## src/rtl/data_io_pkg.sv

```systemverilog
// rtl/data_io_pkg.sv - shared types and constants for the SPI upload block
//
// Purpose: frame-decoder state enum, default command bytes, session
// argument bytes and the byte sent when the prefetch buffer is empty.
// Ports: none (package).
package data_io_pkg;

    typedef enum logic [2:0] {
        ST_IDLE      = 3'd0,
        ST_CMD       = 3'd1,
        ST_START_ARG = 3'd2,
        ST_INDEX_ARG = 3'd3,
        ST_DATA      = 3'd4,
        ST_IGNORE    = 3'd5
    } state_t;

    localparam logic [7:0] CMD_START_DEF = 8'h58;
    localparam logic [7:0] CMD_DATA_DEF  = 8'h5A;
    localparam logic [7:0] ARG_START     = 8'hFF;
    localparam logic [7:0] ARG_END       = 8'h00;
    localparam logic [7:0] UNDERRUN_FILL = 8'hFF;

endpackage

```

## src/rtl/data_io_upload_if.sv

```systemverilog
// rtl/data_io_upload_if.sv - core memory read bus used by the upload block
//
// Purpose: groups the upload session outputs and the read request /
// acknowledge handshake toward core memory.
// Ports (signals):
//   ioctl_upload  session open          ioctl_index  file index
//   ioctl_addr    read byte address     ioctl_rd     read request (held)
//   ioctl_ack     one-cycle ack         ioctl_din    read data, valid with ack
// Modports: master = upload block, slave = core memory.
interface data_io_upload_if #(
    parameter int ADDR_W = 25
) ();

    logic              ioctl_upload;
    logic [7:0]        ioctl_index;
    logic [ADDR_W-1:0] ioctl_addr;
    logic              ioctl_rd;
    logic              ioctl_ack;
    logic [7:0]        ioctl_din;

    modport master (
        output ioctl_upload,
        output ioctl_index,
        output ioctl_addr,
        output ioctl_rd,
        input  ioctl_ack,
        input  ioctl_din
    );

    modport slave (
        input  ioctl_upload,
        input  ioctl_index,
        input  ioctl_addr,
        input  ioctl_rd,
        output ioctl_ack,
        output ioctl_din
    );

endinterface

```

## src/rtl/data_io_upload_spi_sync_edge.sv

```systemverilog
// rtl/data_io_upload_spi_sync_edge.sv - SPI pin synchronizers and SCK edge detect
//
// Purpose: brings SCK, SS and DI into the clk domain through two flops each
// and flags rising/falling SCK edges. All three paths have equal depth so DI
// is aligned with the SCK edge it belongs to.
// Ports:
//   clk, reset          system clock, synchronous active-high reset
//   sck, ss_n, di       raw SPI pins
//   sck_rise, sck_fall  one-cycle edge strobes on synchronized SCK
//   ss_n_s, di_s        synchronized select and data
module spi_sync_edge (
    input  logic clk,
    input  logic reset,
    input  logic sck,
    input  logic ss_n,
    input  logic di,
    output logic sck_rise,
    output logic sck_fall,
    output logic ss_n_s,
    output logic di_s
);

    logic [1:0] sck_m;
    logic [1:0] ss_m;
    logic [1:0] di_m;
    logic       sck_d;

    always_ff @(posedge clk) begin
        if (reset) begin
            sck_m <= 2'b00;
            ss_m  <= 2'b11;
            di_m  <= 2'b00;
            sck_d <= 1'b0;
        end else begin
            sck_m <= {sck_m[0], sck};
            ss_m  <= {ss_m[0], ss_n};
            di_m  <= {di_m[0], di};
            sck_d <= sck_m[1];
        end
    end

    assign sck_rise = sck_m[1] & ~sck_d;
    assign sck_fall = ~sck_m[1] & sck_d;
    assign ss_n_s   = ss_m[1];
    assign di_s     = di_m[1];

endmodule

```

## src/rtl/data_io_upload.sv

```systemverilog
// rtl/data_io_upload.sv - SPI-driven upload of core memory to the host
//
// Purpose: decodes host SPI frames (mode 0, MSB first) to open/close an
// upload session and streams core memory bytes out on spi_do, keeping one
// byte prefetched ahead.
// Ports:
//   clk_sys, reset               clock, synchronous active-high reset
//   SPI_SCK, SPI_SS2, SPI_DI     host SPI pins (asynchronous)
//   spi_do, spi_do_oe            serial data to host and its output enable
//   ioctl                        memory read bus (master modport)
//   underrun                     sticky: a byte was sent before its data arrived
module data_io_upload
    import data_io_pkg::*;
#(
    parameter int         ADDR_W    = 25,
    parameter logic [7:0] CMD_START = CMD_START_DEF,
    parameter logic [7:0] CMD_DATA  = CMD_DATA_DEF
) (
    input  logic                    clk_sys,
    input  logic                    reset,
    input  logic                    SPI_SCK,
    input  logic                    SPI_SS2,
    input  logic                    SPI_DI,
    output logic                    spi_do,
    output logic                    spi_do_oe,
    data_io_upload_if.master        ioctl,
    output logic                    underrun
);

    localparam logic [ADDR_W-1:0] ADDR_ONE = {{(ADDR_W-1){1'b0}}, 1'b1};

    logic sck_rise;
    logic sck_fall;
    logic ss_n;
    logic di;

    spi_sync_edge u_sync (
        .clk      (clk_sys),
        .reset    (reset),
        .sck      (SPI_SCK),
        .ss_n     (SPI_SS2),
        .di       (SPI_DI),
        .sck_rise (sck_rise),
        .sck_fall (sck_fall),
        .ss_n_s   (ss_n),
        .di_s     (di)
    );

    state_t            state_q;
    state_t            state_d;
    logic [2:0]        bit_cnt;
    logic [6:0]        rx_sr;
    logic [7:0]        rx_byte;
    logic              byte_done;
    logic [7:0]        tx_sr;
    logic              entry_skip;
    logic [7:0]        buf_q;
    logic              buf_valid;
    logic              upload_q;
    logic [7:0]        index_q;
    logic [ADDR_W-1:0] addr_q;
    logic              rd_q;
    logic              underrun_q;

    logic data_entry;
    logic data_fall;
    logic load;
    logic shift;
    logic ack_take;
    logic start_evt;
    logic end_evt;

    assign rx_byte   = {rx_sr, di};
    assign byte_done = sck_rise && !ss_n && (state_q != ST_IDLE) && (bit_cnt == 3'd7);
    assign ack_take  = rd_q && ioctl.ioctl_ack;
    assign start_evt = (state_q == ST_START_ARG) && byte_done && (rx_byte == ARG_START);
    assign end_evt   = (state_q == ST_START_ARG) && byte_done && (rx_byte == ARG_END);

    // The fall right after the command byte belongs to the command byte; the
    // entry load has already placed the first data byte, so that fall is skipped.
    assign data_entry = (state_q == ST_CMD) && (state_d == ST_DATA);
    assign data_fall  = sck_fall && !ss_n && (state_q == ST_DATA) && !entry_skip;
    assign load       = data_entry || (data_fall && (bit_cnt == 3'd0));
    assign shift      = data_fall && (bit_cnt != 3'd0);

    always_ff @(posedge clk_sys) begin
        if (reset) begin
            state_q <= ST_IDLE;
        end else begin
            state_q <= state_d;
        end
    end

    always_comb begin
        state_d = state_q;
        if (ss_n) begin
            state_d = ST_IDLE;
        end else begin
            case (state_q)
                ST_IDLE: state_d = ST_CMD;
                ST_CMD: begin
                    if (byte_done) begin
                        if (rx_byte == CMD_START) begin
                            state_d = ST_START_ARG;
                        end else if ((rx_byte == CMD_DATA) && upload_q) begin
                            state_d = ST_DATA;
                        end else begin
                            state_d = ST_IGNORE;
                        end
                    end
                end
                ST_START_ARG: begin
                    if (byte_done) begin
                        state_d = (rx_byte == ARG_START) ? ST_INDEX_ARG : ST_IGNORE;
                    end
                end
                ST_INDEX_ARG: begin
                    if (byte_done) begin
                        state_d = ST_IGNORE;
                    end
                end
                ST_DATA:   state_d = ST_DATA;
                ST_IGNORE: state_d = ST_IGNORE;
                default:   state_d = ST_IDLE;
            endcase
        end
    end

    always_comb begin
        spi_do_oe = 1'b0;
        spi_do    = 1'b0;
        if ((state_q == ST_DATA) && !ss_n) begin
            spi_do_oe = 1'b1;
            spi_do    = tx_sr[7];
        end
    end

    always_ff @(posedge clk_sys) begin
        if (reset) begin
            bit_cnt    <= 3'd0;
            rx_sr      <= 7'd0;
            tx_sr      <= 8'd0;
            entry_skip <= 1'b0;
            buf_q      <= 8'd0;
            buf_valid  <= 1'b0;
            upload_q   <= 1'b0;
            index_q    <= 8'd0;
            addr_q     <= '0;
            rd_q       <= 1'b0;
            underrun_q <= 1'b0;
        end else begin
            if (state_q == ST_IDLE) begin
                bit_cnt <= 3'd0;
            end else if (sck_rise) begin
                bit_cnt <= bit_cnt + 3'd1;
                rx_sr   <= rx_byte[6:0];
            end

            if (data_entry) begin
                entry_skip <= 1'b1;
            end else if (sck_fall && (state_q == ST_DATA)) begin
                entry_skip <= 1'b0;
            end

            // An ack arriving together with a load goes straight to the
            // shifter, so the buffer stays empty and no underrun is flagged.
            if (load) begin
                if (buf_valid) begin
                    tx_sr <= buf_q;
                end else if (ack_take) begin
                    tx_sr <= ioctl.ioctl_din;
                end else begin
                    tx_sr      <= UNDERRUN_FILL;
                    underrun_q <= 1'b1;
                end
            end else if (shift) begin
                tx_sr <= {tx_sr[6:0], 1'b1};
            end

            if (load) begin
                buf_valid <= 1'b0;
            end else if (ack_take) begin
                buf_q     <= ioctl.ioctl_din;
                buf_valid <= 1'b1;
            end

            if (ack_take) begin
                rd_q   <= 1'b0;
                addr_q <= addr_q + ADDR_ONE;
            end else if (upload_q && !buf_valid && !rd_q) begin
                rd_q <= 1'b1;
            end

            if ((state_q == ST_INDEX_ARG) && byte_done) begin
                index_q <= rx_byte;
            end

            // A new session discards any stale prefetched byte.
            if (start_evt) begin
                upload_q   <= 1'b1;
                addr_q     <= '0;
                buf_valid  <= 1'b0;
                underrun_q <= 1'b0;
            end
            if (end_evt) begin
                upload_q <= 1'b0;
            end
        end
    end

    assign ioctl.ioctl_upload = upload_q;
    assign ioctl.ioctl_index  = index_q;
    assign ioctl.ioctl_addr   = addr_q;
    assign ioctl.ioctl_rd     = rd_q;
    assign underrun           = underrun_q;

endmodule

```

## src/flat_wrapper.sv

```systemverilog
// flat-port wrapper written by rule: the top's interface ports become plain ports
module data_io_upload_flat import data_io_pkg::*;
#(
    parameter int         ADDR_W    = 25,
    parameter logic [7:0] CMD_START = CMD_START_DEF,
    parameter logic [7:0] CMD_DATA  = CMD_DATA_DEF
)
  (clk_sys, reset, SPI_SCK, SPI_SS2, SPI_DI, spi_do, spi_do_oe, underrun, ioctl_ioctl_upload, ioctl_ioctl_index, ioctl_ioctl_addr, ioctl_ioctl_rd, ioctl_ioctl_ack, ioctl_ioctl_din);
  data_io_upload_if #(.ADDR_W(ADDR_W)) ioctl_i ();
  input  logic clk_sys;
  input  logic reset;
  input  logic SPI_SCK;
  input  logic SPI_SS2;
  input  logic SPI_DI;
  output logic spi_do;
  output logic spi_do_oe;
  output logic underrun;
  output wire logic [$bits(ioctl_i.ioctl_upload)-1:0] ioctl_ioctl_upload;
  output wire logic [$bits(ioctl_i.ioctl_index)-1:0] ioctl_ioctl_index;
  output wire logic [$bits(ioctl_i.ioctl_addr)-1:0] ioctl_ioctl_addr;
  output wire logic [$bits(ioctl_i.ioctl_rd)-1:0] ioctl_ioctl_rd;
  input wire logic [$bits(ioctl_i.ioctl_ack)-1:0] ioctl_ioctl_ack;
  input wire logic [$bits(ioctl_i.ioctl_din)-1:0] ioctl_ioctl_din;
  assign ioctl_ioctl_upload = ioctl_i.ioctl_upload;
  assign ioctl_ioctl_index = ioctl_i.ioctl_index;
  assign ioctl_ioctl_addr = ioctl_i.ioctl_addr;
  assign ioctl_ioctl_rd = ioctl_i.ioctl_rd;
  assign ioctl_i.ioctl_ack = ioctl_ioctl_ack;
  assign ioctl_i.ioctl_din = ioctl_ioctl_din;
  data_io_upload #(.ADDR_W(ADDR_W), .CMD_START(CMD_START), .CMD_DATA(CMD_DATA)) u_core (.clk_sys(clk_sys), .reset(reset), .SPI_SCK(SPI_SCK), .SPI_SS2(SPI_SS2), .SPI_DI(SPI_DI), .spi_do(spi_do), .spi_do_oe(spi_do_oe), .ioctl(ioctl_i), .underrun(underrun));
endmodule
```

## config.mk

```make
export PLATFORM = sky130hd
export DESIGN_NAME = data_io_upload_flat
export DESIGN_NICKNAME = d
export VERILOG_FILES = /design/src/rtl/data_io_pkg.sv /design/src/rtl/data_io_upload_if.sv /design/src/rtl/data_io_upload_spi_sync_edge.sv /design/src/rtl/data_io_upload.sv /design/src/flat_wrapper.sv
export SDC_FILE = /design/constraint.sdc
export NUM_CORES = 1
export LEC_CHECK = 0
export CAP_MARGIN = 0
export CORE_UTILIZATION = 45
export CTS_CLUSTER_DIAMETER = 30
export CTS_CLUSTER_SIZE = 16
export DETAILED_ROUTE_END_ITERATION = 8
export PLACE_DENSITY = 0.69
export SETUP_SLACK_MARGIN = 0.1
export SYNTH_ARGS = -nofsm -noshare
export SYNTH_HDL_FRONTEND = slang
export SYNTH_SLANG_ARGS = --single-unit
```

## constraint.sdc

```tcl
create_clock -name clk_sys -period 3.7 [get_ports clk_sys]
set_input_delay 0.37 -clock clk_sys [delete_from_list [all_inputs] [get_ports clk_sys]]
set_output_delay 0.37 -clock clk_sys [all_outputs]
set_load 0.005 [all_outputs]
```

After elaboration in Yosys (flattened, before gate mapping). Index checks and enable logic that the tools add are counted.

Word-level logic and storage cells: 91. Bits in writable memories: 0. Memories kept: 0. Latch bits: 0. Output and inout bits: 38. Input bits: 14. Flip-flop bits (word level): 74. ROM bits: 0.

Multipliers: 0. Reduce and logical (&&, ||, !) cells: 39. Bitwise logic cells: 8. Shift-type cells: 0. Divide/modulo/power cells: 0. $lt $le $gt $ge: 0. Eq/ne operators: 10. Multiplexer cells: 16. Add/subtract/negate cells: 2.

Operators with widths (number): two-way mux 8 bit (4); adder 25 x 1 -> 25 bit (second input constant) (1); logical AND 1 bit (19); two-way mux 3 bit (6); one-hot mux 3 bit (6 select lines) (1); equality test 8 x 7 -> 1 bit (second input constant) (2); equality test 3 bit (second input constant) (4); equality test 8 bit (second input constant) (1); logical NOT 8 bit (1); OR reduction 2 bit (4); equality test 3 x 2 -> 1 bit (second input constant) (2); logical NOT 3 bit (2); inverter 1 bit (6); nonzero test 3 bit (2); two-way mux 1 bit (5); logical NOT 1 bit (4); AND reduction 2 bit (2); nonzero test 2 bit (2); adder 3 x 1 -> 3 bit (second input constant) (1); equality test 3 x 1 -> 1 bit (second input constant) (1); AND reduction 3 bit (1); OR reduction 3 bit (1); bitwise AND 1 bit (2); logical OR 1 bit (1).

Depth between registers and ports, before layout.
Word-level depth: 13. Depth in mapped cells: 8.

By module. A second synthesis with hierarchy kept.

Cell total of the unflattened synthesis: 375. Area total of the unflattened synthesis: 3303.2 µm².

Modules (own cells, without submodules): data_io_upload (instances 1, cells each 359, seq. area each 1341.3 µm², area an instance 3106.7 µm²); spi_sync_edge (instances 1, cells each 16, seq. area each 140.1 µm², area an instance 196.4 µm²).

Worst setup path before layout. Ideal clock, no wire load.

Path kind: register to register. Start: register u_core.bit_cnt[1]. End: register u_core.tx_sr[0]. Required time: 3.614 ns. Buffers on the path: 1. Path slack: 1.313 ns. Library setup time: 0.086 ns. Arrival time: 2.301 ns. Stages on the path, launching flop included: 9. Path through: dfxtp_1 ha_1 ha_1 nand4bb_4 or4b_4 buf_6 or2_4 or3_4 a221oi_2.

Word-level cells in the longest chain between the ends: 9. Elaborated cells on any way between the ends: 16. Classes of those cells: 2 x eq/ne; 6 x mux; 8 x reduce/logical.

Ends and longest elaborated chain: start, declared (line data_io_upload.sv:51) `logic [2:0] bit_cnt;`; start signal, assigned (line data_io_upload.sv:155) `bit_cnt <= bit_cnt + 3'd1;`; equality test 3 bit (line data_io_upload.sv:74) `assign byte_done = sck_rise && !ss_n && (state_q != ST_IDLE) && (bit_cnt == 3'd7);`; logical AND 1 bit (line data_io_upload.sv:74); two-way mux 3 bit (on tied branches) (line data_io_upload.sv:118, data_io_upload.sv:102, data_io_upload.sv:113); one-hot mux 3 bit (6 select lines) (line data_io_upload.sv:99) `case (state_q)`; two-way mux 3 bit (line data_io_upload.sv:96) `if (ss_n) begin`; equality test 3 bit (line data_io_upload.sv:81) `assign data_entry = (state_q == ST_CMD) && (state_d == ST_DATA);`; logical AND 1 bit (line data_io_upload.sv:81); logical OR 1 bit (line data_io_upload.sv:83) `assign load = data_entry || (data_fall && (bit_cnt == 3'd0));`; two-way mux 8 bit or nonzero test 2 bit (tied branches); end signal, assigned (line data_io_upload.sv:169) `tx_sr <= buf_q;`; end signal, assigned (line data_io_upload.sv:171) `tx_sr <= ioctl.ioctl_din;`; end signal, assigned (line data_io_upload.sv:177) `tx_sr <= {tx_sr[6:0], 1'b1};`; end, declared (line data_io_upload.sv:55) `logic [7:0] tx_sr;`.

Several ways; a longest one is shown, not always the timed one. A chain may end at the register's enable or synchronous reset.

Final worst setup path.
Start: register u_core.bit_cnt[1]. End: register u_core.tx_sr[4].

The elaborated chain is that of the path after synthesis.

==> impl_results.md <==
- Crit path largest cell delay: 0.62 ns
- Via count: 2796
- Top-area cell type share of the netlist area: 0.4388
- DRC: 0
- TritonCTS buffer count: 9
- Vias in the first global route: 2486
- Placed insts: 520
- Clock Skew: 0.01313 ns
- GPL Wtd Cong: 0.7821
- Final setup viols: 0
- Max-Cap Viols: 0
- Worst r2r src: u_core.bit_cnt[1]
- Ordered list of cells on the worst path: ha_1 -> ha_1 -> nand4bb_4 -> or4b_4 -> a2111oi_2 -> o21ai_0 -> o211ai_1
- Antenna violations before repair: 0
- Crit path launch type: flop
- Worst R2R Path Depth: 7
- Worst-margin pin slew: 0.7754 ns
- P_leak: 1.371 nW
- Area Overhead vs Synth: 22.65%
- Aggregate routed wire length: 7010 µm
- Yosys warnings: 0
- GRT Resource Usage Total: 0.1927
- Skew-Pair Late Insertion Delay: 0.35 ns
- ANT nets after route: 0
- Standard-cell rows: 31
- Worst Path Max Fanout: 8
- Worst min-delay path class: flop to flop
- Clock sink count: 74
- Register area share after synthesis: 0.4388
- Crit-path slowest cell: a2111oi_2
- Hold Violations, Final: 0
- Post-synth EDFFs: 0
- Crit path top cell by count: ha_1
- Critical path arrival: 2.76 ns
- Placed inst area: 3950 µm²
- First-pass GRT wire length: 11620 µm
- Worst R2R End: u_core.tx_sr[4]
- Layout cell share with drive strength beyond 1: 0.06865
- Cells after synthesis: 386
- Status: finished clean
- Place WS: 1.205 ns
- Fin. max-slew vios: 0
- Setup TNS Final: 0 ns
- Die area: 7852 µm²
- #FFs+latches synth: 74
- Max H-tree Level: 3
- Hold depth: 1
- Hold Path End: u_core.u_sync.ss_m[1]
- TritonCTS clock tree: built
- Syn Area/Cell: 8.745 µm²
- Ant diodes: 0
- Post-CTS Resized: 0
- Crit path kind: flop to flop
- VDD IR max: 0.0002153 V
- Port bufs: 51
- Reg clk slew, reported paths: 0.08 ns
- Hold Buf Count CTS: 0
- PwrDens: 347.9 nW/µm²
- Synth Flop Type: dfxtp_1
- HPWL after DPL: 4937 µm
- Crit-path leading delay family: compound AO/OA/AOI/OAI gates
- Die Span X: 88.61 µm
- RSZ-0062 raised after global routing: no
- DR vias/cell: 5.216
- Initial core utilization: 0.4654
- Largest net degree at the start of global routing: 28
- R2r setup slk: 1.21 ns
- Nets: 450
- Most frequent cells after synthesis: dfxtp_1, nor2_1, nand2_1
- Max Buffers Root-to-Sink: 2
- Tmin final: 2.488 ns
- Cell taking the most area after synthesis: dfxtp_1
- Slew HR: 0.4758
- Wire length per cell: 13.08 µm
- Core box area: 7253 µm²
- Pre-antenna DRT Iters: 4
- Final instance area: 4140 µm²
- Mapped Nets: 404
- Gr ovfl total: 0
- Final critical-path setup slack: 1.212 ns
- Die H: 88.61 µm
- Critical path endpoint category: flop
- Root Driver: clkbuf_8
- Async set or reset register ratio after synthesis: 0
- Initial drt markers: 123
- Fin crit share: 0.6723
- Finished Layout Cells: 536
- Mapped Area: 3376 µm²
- Cell variety after synth: 50
- Req. time, crit path: 3.98 ns
- Buffers and inverters on the worst path: 0
- Postcts setup bufs: 0
- Worst min-delay path startpoint: u_core.u_sync.ss_m[0]
- I/O Pins: 52
- Most common cell in the synthesized netlist: dfxtp_1
- Fmax achieved: 402.0 MHz
- Main area contributors after synthesis: dfxtp_1, mux2i_1, nor2_1, nand2b_1, nand2_1
-- worst max-delay path by stage --
stage / slack [ns] / depth (start not counted) / from / end
6_report: 1.21 / 7 / u_core.bit_cnt[1] / u_core.tx_sr[4]
5_1_grt: 1.04 / 3 / u_core.state_q[0] / spi_do
4_1_cts: 1.17 / 3 / u_core.state_q[0] / spi_do
3_5_place_dp: 1.20 / 6 / ioctl_ioctl_ack / u_core.ioctl.ioctl_addr[22]
3_3_place_gp: 1.22 / 6 / ioctl_ioctl_ack / u_core.ioctl.ioctl_addr[24]
2_1_floorplan: 1.31 / 8 / u_core.bit_cnt[1] / u_core.tx_sr[0]
-- where the power goes --
group          internal [W]   total, W  switching [W]
combinational     0.0000234  0.0000455      0.0000221
sequential         0.000799   0.000803     0.00000367
clock              0.000296   0.000592       0.000296
total               0.00112    0.00144       0.000322
-- worst register-to-register path, stage by stage, from the launching register on --
cell       delay, ns
dfxtp_1         0.36
ha_1            0.15
ha_1            0.19
nand4bb_4       0.15
or4b_4          0.59
a2111oi_2       0.63
o21ai_0         0.22
o211ai_1        0.13
-- metrics by stage --
| step | util | total power, W | hold WS [ns] |
|---|---|---|---|
| final | 0.5708 | 0.001440 | 0.4098 |
| after global routing | 0.5708 | 0.001495 | 0.4285 |
| after CTS | 0.5708 | 0.001457 | 0.4149 |
| after detailed placement | 0.5446 | 0.0008674 | 0.3956 |
| after global placement | 0.5446 | 0.0008669 | 0.3915 |
| after floorplan | - | 0.0008455 | 0.3895 |
-- sequential cells by signal (all words and copies together), names as in the netlist --
register and flops:
u_core.bit_cnt 3, u_core.buf_q 8, u_core.buf_valid 1, u_core.entry_skip 1, u_core.ioctl.ioctl_addr 25, u_core.ioctl.ioctl_index 8, u_core.ioctl.ioctl_rd 1, u_core.ioctl.ioctl_upload 1
u_core.rx_sr 7, u_core.state_q 3, u_core.tx_sr 8, u_core.u_sync.di_m 2, u_core.u_sync.sck_d 1, u_core.u_sync.sck_m 2, u_core.u_sync.ss_m 2, u_core.underrun 1
-- cells by family (layout without fill, tap and decap cells) --
logic type	after synthesis	after routing	synth area share
mux	17	17	0.05041
xor+xnor	21	21	0.05449
buf+inv	31	82	0.03669
compound gates	64	64	0.1268
fa+ha+maj	4	4	0.01483
flops	74	74	0.4388
simple gates	175	175	0.2780
-- cell usage in the layout (no fill, tap or decap), types with 9 or more instances in the layout --
master           Yosys  final
a21oi_1             17     17
clkbuf_8             0     12
clkdlybuf4s50_1      0     51
dfxtp_1             74     74
inv_1               13     13
mux2i_1             17     17
nand2_1             33     33
nand2b_1            23     23
nand3_1             18     18
nand4_1             10     10
nor2_1              45     45
nor2b_1              9      9
o21ai_0             21     21
xor2_1              14     14
-- final cells by class --
class	instances	area (µm²)
multi-input cells	281	1770
clock inverters	4	25.02
inverters	13	48.80
flip-flops and latches	74	1481
clock buffers	12	165.2
well taps	99	123.9
fillers	650	3113
repair buffers	53	525.5
-- metal layers --
layer / wire length (µm) / track usage / up-vias
li1: - / - / 1425
met1: 3473 / 0.2545 / 1312
met2: 3133 / 0.2979 / 53
met3: 324 / 0.06530 / 6
met4: 78 / 0.06012 / 0
met5: 0 / 0 / -
Power figures use the tool's default switching activity.
